File: src/rtl/axi4_rd_burst_scheduler_pkg.sv
// AXI4 read burst scheduler: shared AXI4 types and constants.
// Burst/response codes, burst limits, size helper and FSM states.
package axi4_rd_burst_scheduler_pkg;

  localparam logic [1:0] BURST_INCR = 2'b01;

  localparam logic [1:0] RESP_OKAY   = 2'b00;
  localparam logic [1:0] RESP_EXOKAY = 2'b01;
  localparam logic [1:0] RESP_SLVERR = 2'b10;
  localparam logic [1:0] RESP_DECERR = 2'b11;

  localparam int unsigned MAX_BURST_BEATS = 256;
  localparam int unsigned BOUNDARY_4K     = 4096;

  typedef enum logic [1:0] {
    ST_IDLE,
    ST_CALC,
    ST_ISSUE,
    ST_DRAIN
  } sched_state_e;

  // AxSIZE encoding for a beat of the given byte count.
  function automatic logic [2:0] size_from_bytes(input int unsigned bytes);
    logic [2:0] sz;
    sz = 3'd0;
    case (bytes)
      1:       sz = 3'd0;
      2:       sz = 3'd1;
      4:       sz = 3'd2;
      8:       sz = 3'd3;
      16:      sz = 3'd4;
      32:      sz = 3'd5;
      64:      sz = 3'd6;
      128:     sz = 3'd7;
      default: sz = 3'd0;
    endcase
    return sz;
  endfunction

endpackage

File: src/rtl/axi4_burst_len_calc.sv
// AXI4 INCR burst length calculator.
// Picks min(remaining, 256, beats left before the next 4 KB page).
module axi4_burst_len_calc
  import axi4_rd_burst_scheduler_pkg::*;
#(
  parameter int unsigned ADDR_WIDTH_P  = 32,
  parameter int unsigned BYTES_WIDTH_P = 24,
  parameter int unsigned BYTES_P       = 8
) (
  input  logic [ADDR_WIDTH_P-1:0]  addr_i,
  input  logic [BYTES_WIDTH_P-1:0] rem_i,
  output logic [8:0]               len_beats_o
);

  localparam int unsigned LOG_P = $clog2(BYTES_P);

  logic [12:0] room_bytes;
  logic [12:0] room_beats;
  logic [8:0]  cap;

  // Clamp to the AXI4 length limit, then to the page boundary.
  always_comb begin
    room_bytes  = 13'(BOUNDARY_4K) - {1'b0, addr_i[11:0]};
    room_beats  = room_bytes >> LOG_P;
    cap         = (rem_i > BYTES_WIDTH_P'(MAX_BURST_BEATS))
                  ? 9'(MAX_BURST_BEATS) : rem_i[8:0];
    len_beats_o = ({4'd0, cap} > room_beats) ? room_beats[8:0] : cap;
  end

endmodule

File: src/rtl/axi4_rd_burst_scheduler.sv
// AXI4 read burst scheduler: splits a linear read into INCR bursts.
// Tracks outstanding bursts via RLAST and reports the worst RRESP.
module axi4_rd_burst_scheduler
  import axi4_rd_burst_scheduler_pkg::*;
#(
  parameter int unsigned ADDR_WIDTH_P      = 32,
  parameter int unsigned DATA_WIDTH_P      = 64,
  parameter int unsigned ID_WIDTH_P        = 4,
  parameter int unsigned AXI_ID_P          = 0,
  parameter int unsigned BYTES_WIDTH_P     = 24,
  parameter int unsigned MAX_OUTSTANDING_P = 4
) (
  input  logic                     clk,
  input  logic                     rst_n,
  input  logic                     cmd_valid,
  output logic                     cmd_ready,
  input  logic [ADDR_WIDTH_P-1:0]  cmd_addr,
  input  logic [BYTES_WIDTH_P-1:0] cmd_bytes,
  output logic [ID_WIDTH_P-1:0]    arid,
  output logic [ADDR_WIDTH_P-1:0]  araddr,
  output logic [7:0]               arlen,
  output logic [2:0]               arsize,
  output logic [1:0]               arburst,
  output logic                     arvalid,
  input  logic                     arready,
  input  logic                     rvalid,
  input  logic                     rready,
  input  logic                     rlast,
  input  logic [1:0]               rresp,
  output logic                     done_valid,
  output logic [1:0]               done_resp,
  output logic                     busy
);

  localparam int unsigned BYTES_P = DATA_WIDTH_P / 8;
  localparam int unsigned LOG_P   = $clog2(BYTES_P);
  localparam int unsigned OW_P    = $clog2(MAX_OUTSTANDING_P + 1);

  sched_state_e state_q, state_d;

  logic [ADDR_WIDTH_P-1:0]  addr_q, addr_d;
  logic [BYTES_WIDTH_P-1:0] rem_q, rem_d;
  logic [8:0]               len_q, len_d;
  logic [ADDR_WIDTH_P-1:0]  araddr_q, araddr_d;
  logic [7:0]               arlen_q, arlen_d;
  logic [OW_P-1:0]          out_q, out_d;
  logic [1:0]               resp_q, resp_d;

  logic [8:0]               calc_len;
  logic [BYTES_WIDTH_P-1:0] cmd_beats;
  logic [ADDR_WIDTH_P-1:0]  cmd_addr_al;
  logic                     ar_hs;
  logic                     r_beat;
  logic                     r_end;

  axi4_burst_len_calc #(
    .ADDR_WIDTH_P  (ADDR_WIDTH_P),
    .BYTES_WIDTH_P (BYTES_WIDTH_P),
    .BYTES_P       (BYTES_P)
  ) u_len_calc (
    .addr_i      (addr_q),
    .rem_i       (rem_q),
    .len_beats_o (calc_len)
  );

  assign cmd_beats   = cmd_bytes >> LOG_P;
  assign cmd_addr_al = (cmd_addr >> LOG_P) << LOG_P;

  assign arid      = ID_WIDTH_P'(AXI_ID_P);
  assign araddr    = araddr_q;
  assign arlen     = arlen_q;
  assign arsize    = size_from_bytes(BYTES_P);
  assign arburst   = BURST_INCR;
  assign arvalid   = (state_q == ST_ISSUE) &&
                     (out_q < OW_P'(MAX_OUTSTANDING_P));
  assign cmd_ready = (state_q == ST_IDLE);
  assign busy      = (state_q != ST_IDLE);
  assign done_valid = (state_q == ST_DRAIN) && (out_q == '0);
  assign done_resp = resp_q;

  assign ar_hs  = arvalid & arready;
  assign r_beat = rvalid & rready;
  assign r_end  = r_beat & rlast & (out_q != '0);

  // State register with synchronous active-low reset.
  always_ff @(posedge clk) begin
    if (!rst_n) begin
      state_q  <= ST_IDLE;
      addr_q   <= '0;
      rem_q    <= '0;
      len_q    <= '0;
      araddr_q <= '0;
      arlen_q  <= '0;
      out_q    <= '0;
      resp_q   <= RESP_OKAY;
    end else begin
      state_q  <= state_d;
      addr_q   <= addr_d;
      rem_q    <= rem_d;
      len_q    <= len_d;
      araddr_q <= araddr_d;
      arlen_q  <= arlen_d;
      out_q    <= out_d;
      resp_q   <= resp_d;
    end
  end

  // Next-state: command split, burst issue and completion tracking.
  always_comb begin
    state_d  = state_q;
    addr_d   = addr_q;
    rem_d    = rem_q;
    len_d    = len_q;
    araddr_d = araddr_q;
    arlen_d  = arlen_q;
    out_d    = out_q;
    resp_d   = resp_q;

    if (state_q != ST_IDLE && r_beat && rresp > resp_q) begin
      resp_d = rresp;
    end

    unique case (state_q)
      ST_IDLE: begin
        if (cmd_valid) begin
          addr_d  = cmd_addr_al;
          rem_d   = cmd_beats;
          resp_d  = RESP_OKAY;
          state_d = (cmd_beats == '0) ? ST_DRAIN : ST_CALC;
        end
      end
      ST_CALC: begin
        len_d    = calc_len;
        araddr_d = addr_q;
        arlen_d  = 8'(calc_len - 9'd1);
        state_d  = ST_ISSUE;
      end
      ST_ISSUE: begin
        if (ar_hs) begin
          addr_d  = addr_q + (ADDR_WIDTH_P'(len_q) << LOG_P);
          rem_d   = rem_q - BYTES_WIDTH_P'(len_q);
          state_d = (rem_q == BYTES_WIDTH_P'(len_q))
                    ? ST_DRAIN : ST_CALC;
        end
      end
      ST_DRAIN: begin
        if (out_q == '0) begin
          state_d = ST_IDLE;
        end
      end
      default: state_d = ST_IDLE;
    endcase

    unique case ({ar_hs, r_end})
      2'b10:   out_d = out_q + OW_P'(1);
      2'b01:   out_d = out_q - OW_P'(1);
      default: out_d = out_q;
    endcase
  end

endmodule

File: config.mk
export PLATFORM = sky130hd
export DESIGN_NAME = axi4_rd_burst_scheduler
export DESIGN_NICKNAME = d
export VERILOG_FILES = /design/src/rtl/axi4_rd_burst_scheduler_pkg.sv /design/src/rtl/axi4_burst_len_calc.sv /design/src/rtl/axi4_rd_burst_scheduler.sv
export SDC_FILE = /design/constraint.sdc
export NUM_CORES = 1
export LEC_CHECK = 0
export CORE_ASPECT_RATIO = 0.6
export CORE_MARGIN = 2
export CORE_UTILIZATION = 51
export DETAILED_ROUTE_END_ITERATION = 12
export PLACE_DENSITY = 0.81
export SYNTH_ARGS = -nofsm -noshare
export SYNTH_HDL_FRONTEND = slang
export SYNTH_SLANG_ARGS = --single-unit
File: constraint.sdc
create_clock -name clk -period 4.4 [get_ports clk]
set_input_delay 0.44 -clock clk [delete_from_list [all_inputs] [get_ports clk]]
set_output_delay 0.44 -clock clk [all_outputs]
set_load 0.05 [all_outputs]
Word-level counts from Yosys, hierarchy flattened --
Index checks and enable logic that the tools add are counted.
Storage, ports and cells: flip-flop bits (word level) 112
Cells by class: mux-type cells 18, $add $sub $neg 6, reduce and logical (&&, ||, !) cells 13, $lt $le $gt $ge 4, eq/ne operators 9, bitwise logic cells 4
Operator list (count):
- two-way mux 32 bit | 2
- one-hot mux 32 bit (2 select lines) | 1
- two-way mux 24 bit | 2
- one-hot mux 24 bit (2 select lines) | 1
- adder 32 x 12 -> 32 bit | 1
- equality test 24 x 9 -> 1 bit | 1
- > comparator 24 x 9 -> 1 bit (second input constant) | 1
- logical NOT 24 bit | 1
- subtractor 24 x 9 -> 24 bit | 1
- two-way mux 9 bit | 2
- two-way mux 2 bit | 8
- subtractor 13 x 12 -> 13 bit (first input constant) | 1
- > comparator 9 x 10 -> 1 bit | 1
- one-hot mux 2 bit (4 select lines) | 1
- subtractor 8 x 1 -> 8 bit (second input constant) | 1
- equality test 2 bit (second input constant) | 3
- one-hot mux 3 bit (2 select lines) | 1
- AND reduction 3 bit | 2
- nonzero test 2 bit | 3
- bitwise AND 1 bit | 4
- equality test 2 x 1 -> 1 bit (second input constant) | 2
- logical AND 1 bit | 4
- inequality test 2 bit (second input constant) | 2
- adder 3 x 1 -> 3 bit (second input constant) | 1
- other kinds (7) | 7

Depth between registers and ports, before layout --
Gate-level depths: netlist of the first run.
word-level depth 6, depth in mapped cells 19, mapped depth without buffers 16

Modules after synthesis --
Synthesis of the first run repeated with hierarchy kept, for this count alone.
Unflattened totals: cells, all modules 885, area, all modules 6677.7 um^2
Modules (own cells, without submodules):
- axi4_rd_burst_scheduler | area an instance 6043.3 um^2, seq. area each 2122.0 um^2, times used 1, cells each 803
- axi4_burst_len_calc | area an instance 634.4 um^2, seq. area each 0.0 um^2, times used 1, cells each 82

Worst setup path after synthesis of the first run --
OpenSTA, ideal clock, no wires.
path kind register -> register, start register rem_q[17], end register arlen_q[6] (netlist: arlen[6]), path slack 533 ps, required time 4282 ps, arrival 3748 ps, period minus slack after synthesis 3867 ps, cell stages (with the launch flop) 19, library setup time 118 ps, cells stage by stage dfxtp_1 nor4_2 or4b_1 nor3_2 buf_4 and2_1 ha_1 a21o_1 a21oi_1 nand2_1 o21ai_4 buf_12 buf_2 nor2_1 a31oi_1 ha_1 nor4b_2 xnor2_1 o21ai_1
Between the ends: longest elaborated chain between the ends 5
Ends and longest elaborated chain:
- from (decl) | RTL line axi4_rd_burst_scheduler.sv:42 | logic [BYTES_WIDTH_P-1:0] rem_q, rem_d;
- from (signal assigned) | RTL line axi4_rd_burst_scheduler.sv:99 | rem_q <= rem_d;
- > comparator 24 x 9 -> 1 bit * | RTL line axi4_burst_len_calc.sv:25 | cap = (rem_i > BYTES_WIDTH_P'(MAX_BURST_BEATS))
- two-way mux 9 bit * | RTL line axi4_burst_len_calc.sv:26 | ? 9'(MAX_BURST_BEATS) : rem_i[8:0];
- > comparator 9 x 10 -> 1 bit | RTL line axi4_burst_len_calc.sv:27 | len_beats_o = ({4'd0, cap} > room_beats) ? room_beats[8:0] : cap;
- two-way mux 9 bit * | RTL line axi4_burst_len_calc.sv:27
- subtractor 8 x 1 -> 8 bit * | RTL line axi4_rd_burst_scheduler.sv:135 | arlen_d = 8'(calc_len - 9'd1);
- to (signal assigned) | RTL line axi4_rd_burst_scheduler.sv:102 | arlen_q <= arlen_d;
- to (decl) | RTL line axi4_rd_burst_scheduler.sv:45 | logic [7:0] arlen_q, arlen_d;
Every way passes the cells marked *; elsewhere a longest branch is shown, timed or not. A chain may end at the register's enable or synchronous reset.

Worst setup path in the final report of the first run --
Same ends and word-level chain as after synthesis.

==> results of run 1 <==
synthesized netlist by cell type (all sizes together) (2+ instances only):
master	count
or4	7
nor2b	9
o21a	4
a211o	2
o22ai	9
a31oi	6
nor4	16
fa	3
dfxtp	106
mux2i	15
o21ai	41
nor2	51
xor2	11
o31ai	3
a311oi	8
and4	4
and2	5
nand4	9
or2	4
inv	34
a221oi	7
clkbuf	38
nand2b	5
a211oi	20
nand3	17
nor3	32
nor3b	5
a22oi	7
o211ai	3
nand2	147
conb	2
o221ai	4
mux2	2
o31a	3
a21o	8
or3	11
and3	11
xnor2	24
ha	33
buf	19
a21oi	78
path summary, 6_finish.rpt:
kind                            slack (ps)  cells past startpoint                    end
worst max-delay path                   400                     15  arlen[6]$_SDFFE_PN0P_
worst min-delay path                   450                      2  arlen[3]$_SDFFE_PN0P_
worst max register to register         400                     15  arlen[6]$_SDFFE_PN0P_
worst min register to register         450                      2  arlen[3]$_SDFFE_PN0P_
report_power, final:
group / internal (µW) / total (µW) / switching (µW)
sequential: 1050 / 1150 / 104
combinational: 435 / 1100 / 667
clock: 460 / 832 / 372
area by class of cell:
type	instances	area [µm²]
fill	1122	4350
clock inverter	5	62.56
clock buffer	11	242.7
multi-input combinational	648	3968
sequential	106	2122
timing repair buffer	118	1139
tap	165	206.4
inverter	34	127.6
registers in the layout (all words and copies together), names as in the netlist:
register	count
len_q	9
araddr	29
state_q	2
done_resp	2
arlen	8
rem_q	24
out_q	3
addr_q	29
cells by family (layout without fill, tap and decap cells):
family,count (synthesis),count (layout)
AO/OA/AOI/OAI,212,212
XOR/XNOR,35,35
adder cells (fa/ha/maj),36,36
buffers and inverters,91,168
flip-flops,106,106
multiplexers,17,17
other,2,12
AND/OR/NAND/NOR,336,336
metal layers:
| layer | wire [µm] | GRT usage [%] | vias to the layer above |
|---|---|---|---|
| met2 | 7420 | 37.79 | 298 |
| met4 | 164 | 5.238 | 0 |
| li1 | - | - | 3119 |
| met5 | 0 | 0 | - |
| met1 | 8933 | 39.71 | 2908 |
| met3 | 1997 | 7.688 | 23 |
critical path, stage by stage, from the launching register on:
cell	delay, ps
dfxtp_1	360
nor4_2	340
or4b_1	530
or2_2	320
nor3_1	320
ha_1	310
nor2b_1	130
o21ai_0	150
a21oi_1	120
o21ai_4	200
nor2_1	50
a31oi_1	210
ha_1	320
nor4b_2	290
xnor2_1	150
o21ai_1	70
stage by stage:
step	hold WS (ps)	total power, µW
finish	454.2	3084
global route	475.9	3242
CTS	456.7	3078
detailed placement	446.5	2246
global placement	442.3	2228
floorplan	453.1	1952
==> metrics.log, run 1 <==
INFO  metric vdd_ir_drop_max = approximately 0.00021 V
INFO  metric starting_density_of_the_core = 52.84%
INFO  metric setup_tns = 0 ps
INFO  metric cts_setup_buffers = 0
INFO  metric hpwl = 13130 µm
INFO  metric max_freq = approximately 250 MHz
INFO  metric final_critical_path_share_of_the_clock_period = about nine tenths
INFO  metric startpoint_type = flip-flop
INFO  metric avgRoutedWirePerCell = 17.03 µm
INFO  metric detail-route-antenna-nets = 0
INFO  metric fin_worst_skew = 7.597 ps
INFO  metric synth_area_in_adders = 7.326%
INFO  metric clk_latency = 350 ps
INFO  metric r2r_start = rem_q[17]$_SDFFE_PN0P_
INFO  metric ys_seq_area_share = between 30 and 40%
INFO  metric synth_cell_types = 64
INFO  metric clock_tree.htree_level_count = 3
INFO  metric timing.final.ws_setup = around 400 ps
INFO  metric cellLeakagePower = 0.003010 µW
INFO  metric synth_area_per_cell = just under 8 µm²
INFO  metric die_h = 91.15 µm
INFO  metric timing_worst_slew_pin_value = 1040 ps
INFO  metric finalHoldViolations = 0
INFO  metric die_w = roughly 150 µm
INFO  metric critical_path.endpoint_type = flip-flop
INFO  metric nets = 1018
INFO  metric grt-ovfl-total = 0
INFO  metric drive_above_1_share = 5.531%
INFO  metric ys_seq_elements = 106
INFO  metric post_synth_and_or_nand_nor_area_fraction = 25.10%
INFO  metric synth_compound_area_share = 20.78%
INFO  metric placed_cell_area = 7562 µm²
INFO  metric layoutNonFillerInstCount = ~1100
INFO  metric timing.critical_path.fanout_max = 7
INFO  metric syn_to_final_growth = 21.86%
INFO  metric die_area = 13600 µm²
INFO  metric grt_first_pass_wirelength = between 20000 and 30000 µm
INFO  metric synthDominantAreaCellType = dfxtp_1
INFO  metric wirelength = about 19000 µm
INFO  metric clock_path_buffers = 2
INFO  metric post_synth_main_area_contributors = dfxtp_1 33%, nand2_1 8.5%, ha_1 6.4%
INFO  metric maxCapViolCount = 0
INFO  metric post_synth_xor_area_fraction = 4.748%
INFO  metric final_cell_mix = 147 x nand2_1, 106 x dfxtp_1, 101 x clkdlybuf4s50_1
INFO  metric setup_violations = 0
INFO  metric drt-initial-drc-count = 616
INFO  metric tritoncts = done
INFO  metric path_class = reg -> reg
INFO  metric core = between 10000 and 15000 µm²
INFO  metric via_per_inst = 5.840
INFO  metric synth-edff-count = 0
INFO  metric synth.mux.area_fraction = 2.733%
INFO  metric ys_dominant_reg_cell = dfxtp_1
INFO  metric synth-async-reset-ratio = 0%
INFO  metric postLayoutCoreUtil = 64.39%
INFO  metric worstSetupStartpoint = rem_q[17]$_SDFFE_PN0P_
INFO  metric vias = around 6300
INFO  metric synth_top_family_by_area = simple AND/OR/NAND/NOR gates
INFO  metric power.density = 392.0 nW/µm²
INFO  metric std_cell_rows = 31
INFO  metric cts_inserted_buffers = 9
INFO  metric finish.instance_area = 7868 µm²
INFO  metric drv_slew = 0
INFO  metric post-synth-top-area-fraction = approximately a third
INFO  metric place.detailed.instances = 1071
INFO  metric hold_path_class = reg -> reg
INFO  metric min_from = arlen[3]$_SDFFE_PN0P_
INFO  metric mostFrequentLayoutCell = nand2_1
INFO  metric post_synth_inst_count = 835
INFO  metric io_buffer_count = 101
INFO  metric grt_setup_unrepaired = no
INFO  metric timing.slew.headroom = 30.66%
INFO  metric clock_sinks = 106
INFO  metric synth_area = approximately 6500 µm²
INFO  metric run_status = finished clean
INFO  metric ioPinCount = 120
INFO  metric grt_util_all_layers = 26.61%
INFO  metric cts_resized = 0
INFO  metric grt_antenna_before_repair = 0
INFO  metric synth_warnings = 0
INFO  metric clockRootBuffer = clkbuf_16
INFO  metric cts_hold_buffers = 0
INFO  metric antenna_cells = 0
INFO  metric critical_path_arrival = 4240 ps
INFO  metric clk_transition_reported_paths = approximately 70 ps
INFO  metric final.min_clock_period = roughly 4000 ps
INFO  metric grt_max_degree = 51
INFO  metric grt_pass1_vias = 5647
INFO  metric drt_first_pass_iters = 6
INFO  metric required_worst_endpoint = around 4600 ps
INFO  metric globalplace.congestion = 0.9403
INFO  metric remaining_drc_errors = 0
INFO  metric place_ws = between 400 and 500 ps
Power figures use the tool's default switching activity.
==> inputs of run 2 (changes only) <==
--- a/config.mk
+++ b/config.mk
@@ -7,2 +7,3 @@
 export LEC_CHECK = 0
+export ABC_AREA = 1
 export CORE_ASPECT_RATIO = 0.6
@@ -11,3 +12,3 @@
 export DETAILED_ROUTE_END_ITERATION = 12
-export PLACE_DENSITY = 0.81
+export PLACE_DENSITY = 0.8
 export SYNTH_ARGS = -nofsm -noshare
--- a/constraint.sdc
+++ b/constraint.sdc
@@ -3,2 +3,2 @@
 set_output_delay 0.44 -clock clk [all_outputs]
-set_load 0.05 [all_outputs]
+set_load 0.1 [all_outputs]
==> metrics.log, run 2 <==
INFO  metric remaining_drc_errors = 0
INFO  metric max_freq = 269.7 MHz
INFO  metric clock_tree.htree_level_count = 3
INFO  metric synth-edff-count = 0
INFO  metric hpwl = 14620 µm
INFO  metric die_area = 14630 µm²
INFO  metric cts_setup_buffers = 0
INFO  metric clock_sinks = 106
INFO  metric post_synth_and_or_nand_nor_area_fraction = roughly 30%
INFO  metric critical_path.endpoint_type = flip-flop
INFO  metric timing.slew.headroom = between 30% and 40%
INFO  metric multi_input_comb_area = 4165 µm²
INFO  metric post-synth-top-area-fraction = 30.49%
INFO  metric final.min_clock_period = 3708 ps
INFO  metric vdd_ir_drop_max = 0.0002346 V
INFO  metric hold_path_class = reg -> reg
INFO  metric r2r_start = addr_q[3]$_SDFFE_PN0P_
INFO  metric grt_first_pass_wirelength = 32550 µm
INFO  metric cts_hold_buffers = 0
INFO  metric antenna_cells = 0
INFO  metric ys_seq_elements = approximately 110
INFO  metric netlist_top_cells_count = 189 x nand2_1, 141 x nor2_1, 111 x inv_1
INFO  metric post_synth_main_area_contributors = dfxtp_1 30%, nand2_1 10%, nor2_1 7.6%
INFO  metric ioPinCount = 120
INFO  metric synth_cell_types = 50
INFO  metric io_buffer_count = 101
INFO  metric ys_seq_area_share = ~30%
INFO  metric grt_util_all_layers = 27.83%
INFO  metric core = 13500 µm²
INFO  metric setup_violations = 0
INFO  metric nets = ~1200
INFO  metric globalplace.congestion = 0.9534
INFO  metric clk_latency = 360 ps
INFO  metric total_power = 3606 µW
INFO  metric cts_resized = 0
INFO  metric post_synth_xor_area_fraction = 3.397%
INFO  metric clockRootBuffer = clkbuf_16
INFO  metric synth_area_in_adders = 6.795%
INFO  metric synth_warnings = 0
INFO  metric final_critical_path_share_of_the_clock_period = 84.28%
INFO  metric syn_to_final_growth = 19.61%
INFO  metric die_w = around 150 µm
INFO  metric tritoncts = done
INFO  metric drt-initial-drc-count = 540
INFO  metric starting_density_of_the_core = 51.55%
INFO  metric mostFrequentLayoutCell = nand2_1
INFO  metric fin_worst_skew = between 10 and 15 ps
INFO  metric finalHoldViolations = 0
INFO  metric timing_worst_slew_pin_value = 1008 ps
INFO  metric drv_slew = 0
INFO  metric final_cell_mix = 189 x nand2_1, 139 x nor2_1, 111 x inv_1
INFO  metric layout.area.seq = around 2100 µm²
INFO  metric cts_inserted_buffers = 9
INFO  metric drt_first_pass_iters = 6
INFO  metric grt_pass1_vias = 6497
INFO  metric grt_antenna_before_repair = 0
INFO  metric wirelength = 20230 µm
INFO  metric ys_dominant_reg_cell = dfxtp_1
INFO  metric synth_top_family_by_area = simple AND/OR/NAND/NOR gates
INFO  metric timing.critical_path.fanout_max = 12
INFO  metric power.density = 433.1 nW/µm²
INFO  metric synth-async-reset-ratio = 0%
INFO  metric grt-ovfl-total = 0
INFO  metric clock_path_buffers = 2
INFO  metric std_cell_rows = 33
INFO  metric path_class = reg -> reg
INFO  metric grt_max_degree = 66
INFO  metric vias = 7267
INFO  metric maxCapViolCount = 0
INFO  metric die_h = 94.49 µm
INFO  metric synth_area = 6960 µm²
INFO  metric worstSetupStartpoint = addr_q[3]$_SDFFE_PN0P_
INFO  metric layout.filler_cells = 1253
INFO  metric yosys.cell_count.top_type = nand2_1
INFO  metric critical_path_arrival = 3960 ps
INFO  metric post_synth_inst_count = around 1000
INFO  metric synth_compound_area_share = between 10% and 20%
INFO  metric setup_tns = 0 ps
INFO  metric startpoint_type = flip-flop
INFO  metric run_status = finished clean
INFO  metric cellLeakagePower = roughly 0.0035 µW
INFO  metric clk_transition_reported_paths = 80 ps
INFO  metric grt_setup_unrepaired = no
INFO  metric drive_above_1_share = 5.867%
INFO  metric via_per_inst = 5.590
INFO  metric min_from = done_resp[1]$_SDFF_PN0_
INFO  metric avgRoutedWirePerCell = between 15 and 20 µm
INFO  metric synth_area_per_cell = roughly 6.7 µm²
INFO  metric synthDominantAreaCellType = dfxtp_1
INFO  metric detail-route-antenna-nets = 0
INFO  metric synth.mux.area_fraction = 0%
INFO  metric required_worst_endpoint = 4650 ps
==> run 2: cell count changes after synthesis, sizes merged, moves of 18 or more <==
cell / before / now
nor2: 51 / 152
nand2: 147 / 200
nand3: 17 / 48
a21oi: 78 / 98
inv: 34 / 119
xnor2: 24 / 6
o21ai: 41 / 98
==> run 2: kinds of logic after synthesis <==
logic type | Yosys count
flops | 106
xor+xnor | 27
compound gates | 241
simple gates | 459
fa+ha+maj | 36
other cells | 2
buf+inv | 171
==> run 2: final cells by class <==
cell class	count	area share [%]
repair buffers	108	12.77
inverters	120	5.410
clock inverters	7	0.9618
flip-flops and latches	106	25.49
multi-input cells	775	50.03
well taps	175	2.630
clock buffers	9	2.705
==> run 2: worst max-delay path: stages (launching register included) <==
cell,delay (ps)
dfxtp_1,390
inv_1,160
ha_1,170
nand3_1,120
nor2_1,140
nand2_1,90
nor2_1,120
xor2_1,260
ha_1,300
and3_1,210
nand3b_1,70
nor2b_2,440
nand2_8,140
o21ai_2,310
inv_1,80
ha_1,220
nand2_1,110
nand2_1,60
o221ai_1,160
inv_1,50
==> run 2: where the power goes <==
| part | leakage, µW | internal [µW] | total, µW | switching (µW) |
|---|---|---|---|---|
| sequential | 0.000870 | 1060 | 1180 | 113 |
| clock | 0.000146 | 406 | 826 | 420 |
| combinational | 0.00251 | 473 | 1600 | 1130 |
| total | 0.00353 | 1940 | 3610 | 1660 |
==> run 2: final timing paths <==
path	to	slack, ps	cells after the start
hold reg to reg	done_resp[1]$_SDFF_PN0_	480	2
setup reg to reg	arlen[2]$_SDFFE_PN0P_	690	19
hold / removal	done_resp[1]$_SDFF_PN0_	480	2
setup / recovery	arlen[2]$_SDFFE_PN0P_	690	19
==> run 2: per-stage QoR <==
stage | hold slack, ps | instances | cell area [µm²] | utilization [%] | setup WS [ps]
after floorplan | 454.0 | 1052 | 6998 | - | 682.5
after global placement | 461.4 | 1284 | 8020 | 59.40 | 867.1
after detailed placement | 468.5 | 1284 | 8020 | 59.40 | 752.2
after CTS | 483.0 | 1300 | 8325 | 61.66 | 733.1
after global routing | 512.0 | 1300 | 8325 | 61.66 | 376.6
final | 479.9 | 1300 | 8325 | 61.66 | 691.7
==> run 2: routing by layer <==
metal  up-vias  track usage, %  share of wire (%)
li1       3597               -                  -
met1      3327           39.92                 47
met2       311           42.93                 42
met3        32           5.828                9.1
met4         0           6.636                1.4
met5         -               0                  0
